`config.mk`:
```
export PLATFORM = sky130hd
export DESIGN_NAME = mem_arbiter
export DESIGN_NICKNAME = d
export VERILOG_FILES = /design/src/rtl/mem_pkg.sv /design/src/rtl/load_align.sv /design/src/rtl/mem_arbiter.sv
export SDC_FILE = /design/constraint.sdc
export NUM_CORES = 1
export LEC_CHECK = 0
export BUFFER_PORTS_ARGS = -buffer_cell sky130_fd_sc_hd__buf_2
export CORE_AREA = 4 4 103 105
export DETAILED_ROUTE_END_ITERATION = 8
export DIE_AREA = 0 0 107 109
export PLACE_DENSITY = 0.66
export RECOVER_POWER = 25
export SYNTH_ARGS = -nofsm -noshare
export SYNTH_HDL_FRONTEND = slang
export SYNTH_SLANG_ARGS = --single-unit
```
`constraint.sdc`:
```
create_clock -name clk -period 1.95 [get_ports clk]
set_input_delay 0.39 -clock clk [delete_from_list [all_inputs] [get_ports clk]]
set_output_delay 0.39 -clock clk [all_outputs]
set_load 0.01 [all_outputs]
```
`src/rtl/mem_pkg.sv`:
```
// Shared definitions for the memory arbiter slice.
//   size_e   : load/store access size encoding carried on d_size
//   grant_e  : identifies which port won the most recent grant
//   out_of_range : true when a word index lies beyond the attached RAM
package mem_pkg;

  typedef enum logic [1:0] {
    SIZE_BYTE = 2'b00,
    SIZE_HALF = 2'b01,
    SIZE_WORD = 2'b10,
    SIZE_RSVD = 2'b11
  } size_e;

  typedef enum logic {
    GRANT_INSTR = 1'b0,
    GRANT_DATA  = 1'b1
  } grant_e;

  function automatic logic out_of_range(input logic [29:0] word_idx,
                                        input int unsigned num_words);
    return 32'(word_idx) >= num_words;
  endfunction

endpackage

```
`src/rtl/load_align.sv`:
```
// Load data alignment: picks the addressed byte or halfword out of the RAM
// word and sign- or zero-extends it to 32 bits. Word loads pass through.
//   word        : raw RAM read data
//   offset      : byte offset of the access within the word
//   size        : access size of the load
//   is_unsigned : zero-extend instead of sign-extend
//   result      : extended load value
module load_align
  import mem_pkg::*;
(
  input  logic [31:0] word,
  input  logic [1:0]  offset,
  input  size_e       size,
  input  logic        is_unsigned,
  output logic [31:0] result
);

  logic [7:0]  byte_sel;
  logic [15:0] half_sel;
  logic        sign_bit;

  always_comb begin
    byte_sel = word[{offset, 3'b000} +: 8];
    // Halfwords are always 2-byte aligned, so offset[1] picks the half.
    half_sel = offset[1] ? word[31:16] : word[15:0];
    sign_bit = 1'b0;
    result   = word;
    case (size)
      SIZE_BYTE: begin
        sign_bit = ~is_unsigned & byte_sel[7];
        result   = {{24{sign_bit}}, byte_sel};
      end
      SIZE_HALF: begin
        sign_bit = ~is_unsigned & half_sel[15];
        result   = {{16{sign_bit}}, half_sel};
      end
      default: result = word;
    endcase
  end

endmodule

```
`src/rtl/mem_arbiter.sv`:
```
// Round-robin arbiter sharing one single-port synchronous word RAM between
// the instruction-fetch port and the load/store data port.
//   i_*   : instruction fetch request / grant / one-cycle-later response
//   d_*   : load/store request / grant / one-cycle-later response
//   ram_* : command to, and read data from, the RAM (word-indexed address)
// Misaligned or out-of-range accesses are granted without touching the RAM
// and answered with an err pulse the following cycle.
module mem_arbiter
  import mem_pkg::*;
#(
  parameter int unsigned NUM_WORDS = 32
) (
  input  logic        clk,
  input  logic        rst_n,
  input  logic        i_req,
  input  logic [31:0] i_addr,
  output logic        i_gnt,
  output logic        i_rvalid,
  output logic [31:0] i_rdata,
  output logic        i_err,
  input  logic        d_req,
  input  logic        d_we,
  input  logic [1:0]  d_size,
  input  logic        d_unsigned,
  input  logic [31:0] d_addr,
  input  logic [31:0] d_wdata,
  output logic        d_gnt,
  output logic        d_rvalid,
  output logic [31:0] d_rdata,
  output logic        d_err,
  output logic        ram_read_enable,
  output logic [3:0]  ram_write_enable,
  output logic [31:0] ram_address,
  output logic [31:0] ram_data_in,
  input  logic [31:0] ram_data_out
);

  size_e  req_size;
  logic   grant_i, grant_d, fault_i, fault_d, access_i, access_d;

  grant_e last_grant_q, last_grant_d;
  logic   i_rvalid_q, i_rvalid_d, i_err_q, i_err_d;
  logic   d_rvalid_q, d_rvalid_d, d_err_q, d_err_d;
  logic [1:0] d_off_q, d_off_d;
  size_e  d_size_q, d_size_d;
  logic   d_unsigned_q, d_unsigned_d;

  assign req_size = size_e'(d_size);

  // Arbitration and fault detection for the current cycle's requests.
  always_comb begin
    // On a conflict the port that did not win last time goes first.
    grant_i = i_req & (~d_req | (last_grant_q == GRANT_DATA));
    grant_d = d_req & ~grant_i;

    fault_i = (i_addr[1:0] != 2'b00) | out_of_range(i_addr[31:2], NUM_WORDS);

    fault_d = out_of_range(d_addr[31:2], NUM_WORDS);
    case (req_size)
      SIZE_HALF: fault_d = fault_d | d_addr[0];
      SIZE_WORD: fault_d = fault_d | (d_addr[1:0] != 2'b00);
      SIZE_RSVD: fault_d = 1'b1;
      default:   fault_d = fault_d;
    endcase

    access_i = grant_i & ~fault_i;
    access_d = grant_d & ~fault_d;
  end

  // RAM command: idle (all zero) unless a non-faulting access is granted.
  always_comb begin
    // NOTE: every output gets a default before any branch, so no path
    // leaves a value unassigned and no latch is inferred.
    ram_read_enable  = 1'b0;
    ram_write_enable = 4'b0000;
    ram_address      = '0;
    ram_data_in      = '0;
    if (access_i) begin
      ram_read_enable = 1'b1;
      ram_address     = {2'b00, i_addr[31:2]};
    end else if (access_d) begin
      ram_address = {2'b00, d_addr[31:2]};
      if (d_we) begin
        // Store data is replicated across lanes so the mask alone selects
        // which bytes of the word actually change.
        case (req_size)
          SIZE_BYTE: begin
            ram_write_enable = 4'b0001 << d_addr[1:0];
            ram_data_in      = {4{d_wdata[7:0]}};
          end
          SIZE_HALF: begin
            ram_write_enable = 4'b0011 << d_addr[1:0];
            ram_data_in      = {2{d_wdata[15:0]}};
          end
          default: begin
            ram_write_enable = 4'b1111;
            ram_data_in      = d_wdata;
          end
        endcase
      end else begin
        ram_read_enable = 1'b1;
      end
    end
  end

  // Next-state: response flags for the following cycle and load context.
  always_comb begin
    last_grant_d = last_grant_q;
    if (grant_i)      last_grant_d = GRANT_INSTR;
    else if (grant_d) last_grant_d = GRANT_DATA;

    i_rvalid_d = access_i;
    i_err_d    = grant_i & fault_i;
    d_rvalid_d = access_d & ~d_we;
    d_err_d    = grant_d & fault_d;

    d_off_d      = d_off_q;
    d_size_d     = d_size_q;
    d_unsigned_d = d_unsigned_q;
    if (access_d && !d_we) begin
      d_off_d      = d_addr[1:0];
      d_size_d     = req_size;
      d_unsigned_d = d_unsigned;
    end
  end

  always_ff @(posedge clk or negedge rst_n) begin
    if (!rst_n) begin
      // NOTE: state updates use non-blocking assignments so every flop
      // samples the pre-edge value, independent of statement order.
      last_grant_q <= GRANT_DATA;
      i_rvalid_q   <= 1'b0;
      i_err_q      <= 1'b0;
      d_rvalid_q   <= 1'b0;
      d_err_q      <= 1'b0;
      d_off_q      <= 2'b00;
      d_size_q     <= SIZE_BYTE;
      d_unsigned_q <= 1'b0;
    end else begin
      last_grant_q <= last_grant_d;
      i_rvalid_q   <= i_rvalid_d;
      i_err_q      <= i_err_d;
      d_rvalid_q   <= d_rvalid_d;
      d_err_q      <= d_err_d;
      d_off_q      <= d_off_d;
      d_size_q     <= d_size_d;
      d_unsigned_q <= d_unsigned_d;
    end
  end

  load_align u_load_align (
    .word        (ram_data_out),
    .offset      (d_off_q),
    .size        (d_size_q),
    .is_unsigned (d_unsigned_q),
    .result      (d_rdata)
  );

  assign i_gnt    = grant_i;
  assign d_gnt    = grant_d;
  assign i_rvalid = i_rvalid_q;
  assign i_err    = i_err_q;
  assign i_rdata  = ram_data_out;
  assign d_rvalid = d_rvalid_q;
  assign d_err    = d_err_q;

endmodule

```
==> run metrics, run 1 <==
n_diodes=0; FP Rows=36; cts bufs inserted=3; Congestion Overflow GR=0; Setup CP Type=primary input to output pin; Tcrit/Tclk final=120.1%; crit path cell chain=buf_2, nor4_2, nand4_1, o22a_1, nor3_4, buf_12, buf_12, and3_4, buf_6; clock slew at reported path FFs=0.05 ns; share of the synthesized area in the top cell type=14.42%; largest stage delay on the critical path=0.27 ns; Final Power=3.393 mW; largest net degree at the start of global routing=34; CP required=1.56 ns; Final Max Tran Viols=0; DRT antenna net count=0; TritonCTS clock tree=done; cells taking the most area after synthesis=nand2_1 (14%), buf_4 (13%), dfrtp_1 (11%); average cell area after synthesis=6.410 um2; failing checks=negative setup slack; Crit Path Max Fanout=6; overall global routing resource usage=18.35%; RSZ-0062 raised after global routing=true; minimum clock period after layout=2.341 ns; MaxCap Viol Count=0; Async SR Flop Fraction=100.0%; area leader, netlist=nand2_1; Finished Cell Area=0.005040 mm2; Primary FF master, synth=dfrtp_1; most frequent cells in the layout=buf_2 (214), nand2_1 (62), buf_6 (60); CTS H-tree lvls=1; die height=109 um; fin util=52.28%; Post-route DRC=0; global-route wire length before repair=17,440 um; Final Routed Wirelength=13,060 um; initial antenna violation count=0; vias per cell=4.875; Clock Path Buffers=2; status=finished with violations; Root Driver=clkbuf_8; Worst path top cell family by delay=simple AND/OR/NAND/NOR gates; Final nets=762; worst IR drop on VDD=0.3810 mV; CP Buf/Inv Count=4; # clock sinks=10; CP most frequent cell=buf_12; Yosys cell types=37; vias=3,671; drt wl/cell=17.34 um; Synth Register Bits=10; hold crit path type=primary input to async pin; Peak Freq=427.1 MHz; cts-stage hold buffer count=0; Fin. Hold Viols=0; I/O pin count=275; Clock Skews=0.002212 ns; Final setup viols=100; Port Buffers=272; layout filler cell count=897; cell area after synthesis=0.002135 mm2; placed instance area=0.003724 mm2; clock latency on the worst-skew pair=0.23 ns; post-synthesis sequential area ratio=11.78%; starting density of the core=22.14%; slew margin rel.=63.42%; Initial DRC Count=249; vias in the first global route=3,537; gp weighted congestion=0.9592; post-synthesis instance total=333; CP max stage cell=nor4_2; Area Overhead vs Synth=136.1%; Core Area=0.009639 mm2; CP endpoint kind=output pin; Arr. time, crit path=1.95 ns; die area=0.01166 mm2; Ys Warns=0; HPWL after DPL=9266 um; drt first pass iters=4; most common cell after layout, fill and taps aside=buf_2; Post-synth EDFFs=0; Least-Margin Pin Slew=0.5487 ns; Worst setup SP type=primary input; die width=107 um; LEAKAGE=2.622 nW; Worst Setup Slack, final=-0.3913 ns; layout cells sized above 1=74.68%; PD cells=673.3 mW/mm2
-- cell type report --
class / count / area (um2) / area share, %
timing repair buffer: 337 / 2439 / 48.39
clock buffer: 4 / 55.05 / 1.092
inverter: 9 / 41.29 / 0.8193
tap: 133 / 166.4 / 3.302
sequential: 10 / 251.5 / 4.990
multi-input combinational: 260 / 2087 / 41.41
-- Yosys cell counts (2+ instances only) --
library cell	n
nand2_1	82
buf_4	38
a21oi_1	34
and2_1	26
a22oi_1	16
o21ai_0	16
mux2_2	13
nor2_1	12
nor4_1	11
clkbuf_1	10
dfrtp_1	9
and3_1	8
inv_1	8
a22o_1	5
ha_1	5
buf_2	4
nand2b_1	4
nor3_1	4
nand3_1	3
a21o_1	2
a221o_1	2
nand4_1	2
nor2b_1	2
nor3_2	2
o21bai_1	2
o22ai_1	2
-- registers in the layout, summed over array words and instances, names as in the netlist --
name and flops:
d_size_q 2, last_grant_q 1, i_rvalid 1, d_err 1, d_rvalid 1, d_off_q 2
i_err 1, d_unsigned_q 1
-- what timing repair did --
action / CTS / global route
pin swaps: 14 / 30
setup buffers: 10 / 6
setup endpoints to repair: 99 / 102
cloned: 4 / 4
gates resized for setup: 105 / 109
-- per-stage QoR --
stage | std cells | setup slack (ns) | setup TNS (ns) | hold slack (ns)
CTS | 744 | -0.3180 | -23.79 | 0.01335
finish | 753 | -0.3913 | -28.76 | 0.1163
detailed placement | 726 | -0.3872 | -24.29 | 0.2673
global route | 753 | -0.4371 | -34.92 | 0.1769
global placement | 726 | -0.3522 | -23.23 | 0.2643
floorplan | 334 | -0.03716 | -0.6945 | 0.09441
-- kinds of logic (layout without fill, tap and decap cells) --
family          Yosys count  count (layout)  synth area share [%]
simple gates            157             157                 35.11
mux                      14              14                 7.913
other cells               1               2                0.1757
buf+inv                  64             350                 18.58
fa+ha+maj                 5               5                 2.931
flops                    10              10                 11.78
compound gates           82              82                 23.51
-- where the power goes --
group          switching (mW)  internal [mW]
Combinational            1.38           1.45
Clock                  0.0755          0.177
Sequential             0.0512          0.254
-- worst paths after layout --
kind	slack [ns]	endpoint	cells after the start	start
setup / recovery	-0.39	ram_data_in[7]	9	d_addr[9]
hold / removal	0.12	i_rvalid	1	rst_n
setup reg to reg	0.18	d_size_q[0]	7	last_grant_q
hold reg to reg	0.54	last_grant_q	1	last_grant_q
max in group asynchronous	1.47	last_grant_q	1	rst_n
min in group clk	0.41	d_unsigned_q	2	d_unsigned
-- layer usage --
layer	up-vias	routed length, um	part of all wire [%]	GRT usage (%)
met1	1683	4309	33	19.07
met5	-	0	0	0
met2	255	7225	55	37.41
met4	0	380	2.9	4.932
met3	42	1144	8.8	3.197
li1	1691	-	-	-
Note: power is estimated with default switching activity, not from simulation.
==> inputs of run 2 (changes only) <==
--- a/config.mk
+++ b/config.mk
@@ -5,7 +5,7 @@
 export SDC_FILE = /design/constraint.sdc
 export NUM_CORES = 1
 export LEC_CHECK = 0
-export BUFFER_PORTS_ARGS = -buffer_cell sky130_fd_sc_hd__buf_2
+export BUFFER_PORTS_ARGS = -buffer_cell sky130_fd_sc_hd__buf_4
 export CORE_AREA = 4 4 103 105
 export DETAILED_ROUTE_END_ITERATION = 8
 export DIE_AREA = 0 0 107 109
==> run metrics, run 2 (synthesis gave the netlist of run 1 again) <==
LEAKAGE=2.665 nW; DRT antenna net count=0; CP Buf/Inv Count=4; Clock Skews=0.003286 ns; gp weighted congestion=0.8963; cts bufs inserted=3; Congestion Overflow GR=0; Initial DRC Count=178; Top Registers=d_off_q x2, d_size_q x2; slew margin rel.=64.96%; Setup CP Type=primary input to output pin; HPWL after DPL=9928 um; CP endpoint=ram_address[7]; global-route wire length before repair=17,870 um; Reg2Reg Capture Point=d_off_q[0]; clock slew at reported path FFs=0.05 ns; dpl cells=725; Least-Margin Pin Slew=0.5255 ns; I/O pin count=275; Worst path top cell family by delay=simple AND/OR/NAND/NOR gates; die area=0.01166 mm2; most common cell after layout, fill and taps aside=buf_4; MaxCap Viol Count=0; die width=107 um; Crit Path Max Fanout=10; largest stage delay on the critical path=0.28 ns; layout cells sized above 1=68.63%; overall global routing resource usage=18.95%; crit path cell chain=buf_8, nor4_4, nand4_1, o22a_1, nor3_4, buf_4, clkbuf_16, and2_1, buf_4; Post-route DRC=0; status=finished with violations; # clock sinks=10; Place WS=-0.3634 ns; PD cells=688.5 mW/mm2; Worst setup SP type=primary input; reg-to-reg startpoint=last_grant_q; Clock Path Buffers=2; WHS=0.3884 ns; Final nets=754; hold crit path type=primary input to register; Peak Freq=441.7 MHz; Port Buffers=272; Setup crit start=d_addr[15]; Final Routed Wirelength=12,650 um; FP Rows=36; Area Overhead vs Synth=144.1%; CTS H-tree lvls=1; RSZ-0062 raised after global routing=true; worst reg2reg setup slack=0.26 ns; worst IR drop on VDD=0.3022 mV; Core Area=0.009639 mm2; largest net degree at the start of global routing=39; minimum clock period after layout=2.264 ns; TritonCTS clock tree=done; clock latency on the worst-skew pair=0.23 ns; Post-Layout Cell Count=745; die height=109 um; vias in the first global route=3,631; n_diodes=0; CP max stage cell=nor4_4; vias per cell=4.687; Worst Setup Slack, final=-0.3141 ns; failing checks=negative setup slack; Final Max Tran Viols=0; layout filler cell count=914; drt wl/cell=16.98 um; Final setup viols=99; vias=3,492; Tcrit/Tclk final=116.1%; initial antenna violation count=0; CP endpoint kind=output pin; most frequent cells in the layout=buf_4 (271), nand2_1 (66), buf_6 (44); Arr. time, crit path=1.87 ns; Root Driver=clkbuf_8; starting density of the core=22.14%; worst r2r path cells=7; CP required=1.56 ns; Fin. Hold Viols=0; Stages on worst setup path=9; drt first pass iters=4; CP most frequent cell=buf_4
## run 2: changes by cell type in the layout (fill, tap and decap cells not counted), moves of 12 or more
cell,change
and2_4,-13
and2_1,+13
buf_6,-16
buf_2,-214
buf_4,+227
a21oi_2,-12
a21oi_1,+13
## run 2: final cells by class
class,instances,area (um2),area share (%)
multi-input combinational,260,1933,37.09
inverter,9,41.29,0.7923
tap,133,166.4,3.193
clock buffer,4,55.05,1.056
timing repair buffer,329,2764,53.04
sequential,10,251.5,4.826
## run 2: per-layer routing
layer,global-route usage [%],part of all wire [%],vias up
met3,4.322,7.8,17
met4,4.292,2.1,0
met2,38.35,56,179
met1,19.61,34,1626
met5,0,0,-
li1,-,-,1670
## run 2: what timing repair did
action                                  4_1_cts  5_1_grt
endpoints found under the hold margin         9        0
gates resized for setup                     124       27
pin swaps                                     7        5
cloned                                        1        3
endpoints found under the setup margin       99      102
buffers inserted                              7        7
hold buffers                                  1        0
## run 2: power by group
group          leakage [nW]  internal (mW)  switching, mW
logic                  2.51           1.65           1.38
clock network        0.0288          0.177         0.0748
registers             0.123          0.254         0.0583
total                  2.66           2.08           1.51
## run 2: per-stage QoR
| stage | TNS [ns] | instance area, um2 | power (mW) | utilization (%) |
|---|---|---|---|---|
| finish | -22.42 | 5211 | 3.588 | 54.06 |
| global route | -33.46 | 5211 | 3.805 | 54.06 |
| CTS | -19.75 | 5004 | 3.414 | 51.91 |
| detailed placement | -22.76 | 4409 | 2.458 | 45.74 |
| global placement | -20.11 | 4409 | 2.440 | 45.74 |
| floorplan | -0.6945 | 2207 | 1.296 | - |
## run 2: how the worst min path moves through the flow
| stage | start | to | slack, ns | cells past startpoint |
|---|---|---|---|---|
| global route | d_unsigned | d_unsigned_q | 0.39 | 2 |
| global placement | rst_n | d_rvalid | 0.22 | 1 |
| CTS | d_unsigned | d_unsigned_q | 0.38 | 2 |
| detailed placement | rst_n | d_rvalid | 0.23 | 1 |
| finish | d_unsigned | d_unsigned_q | 0.39 | 2 |
| floorplan | rst_n | d_err | 0.09 | 0 |
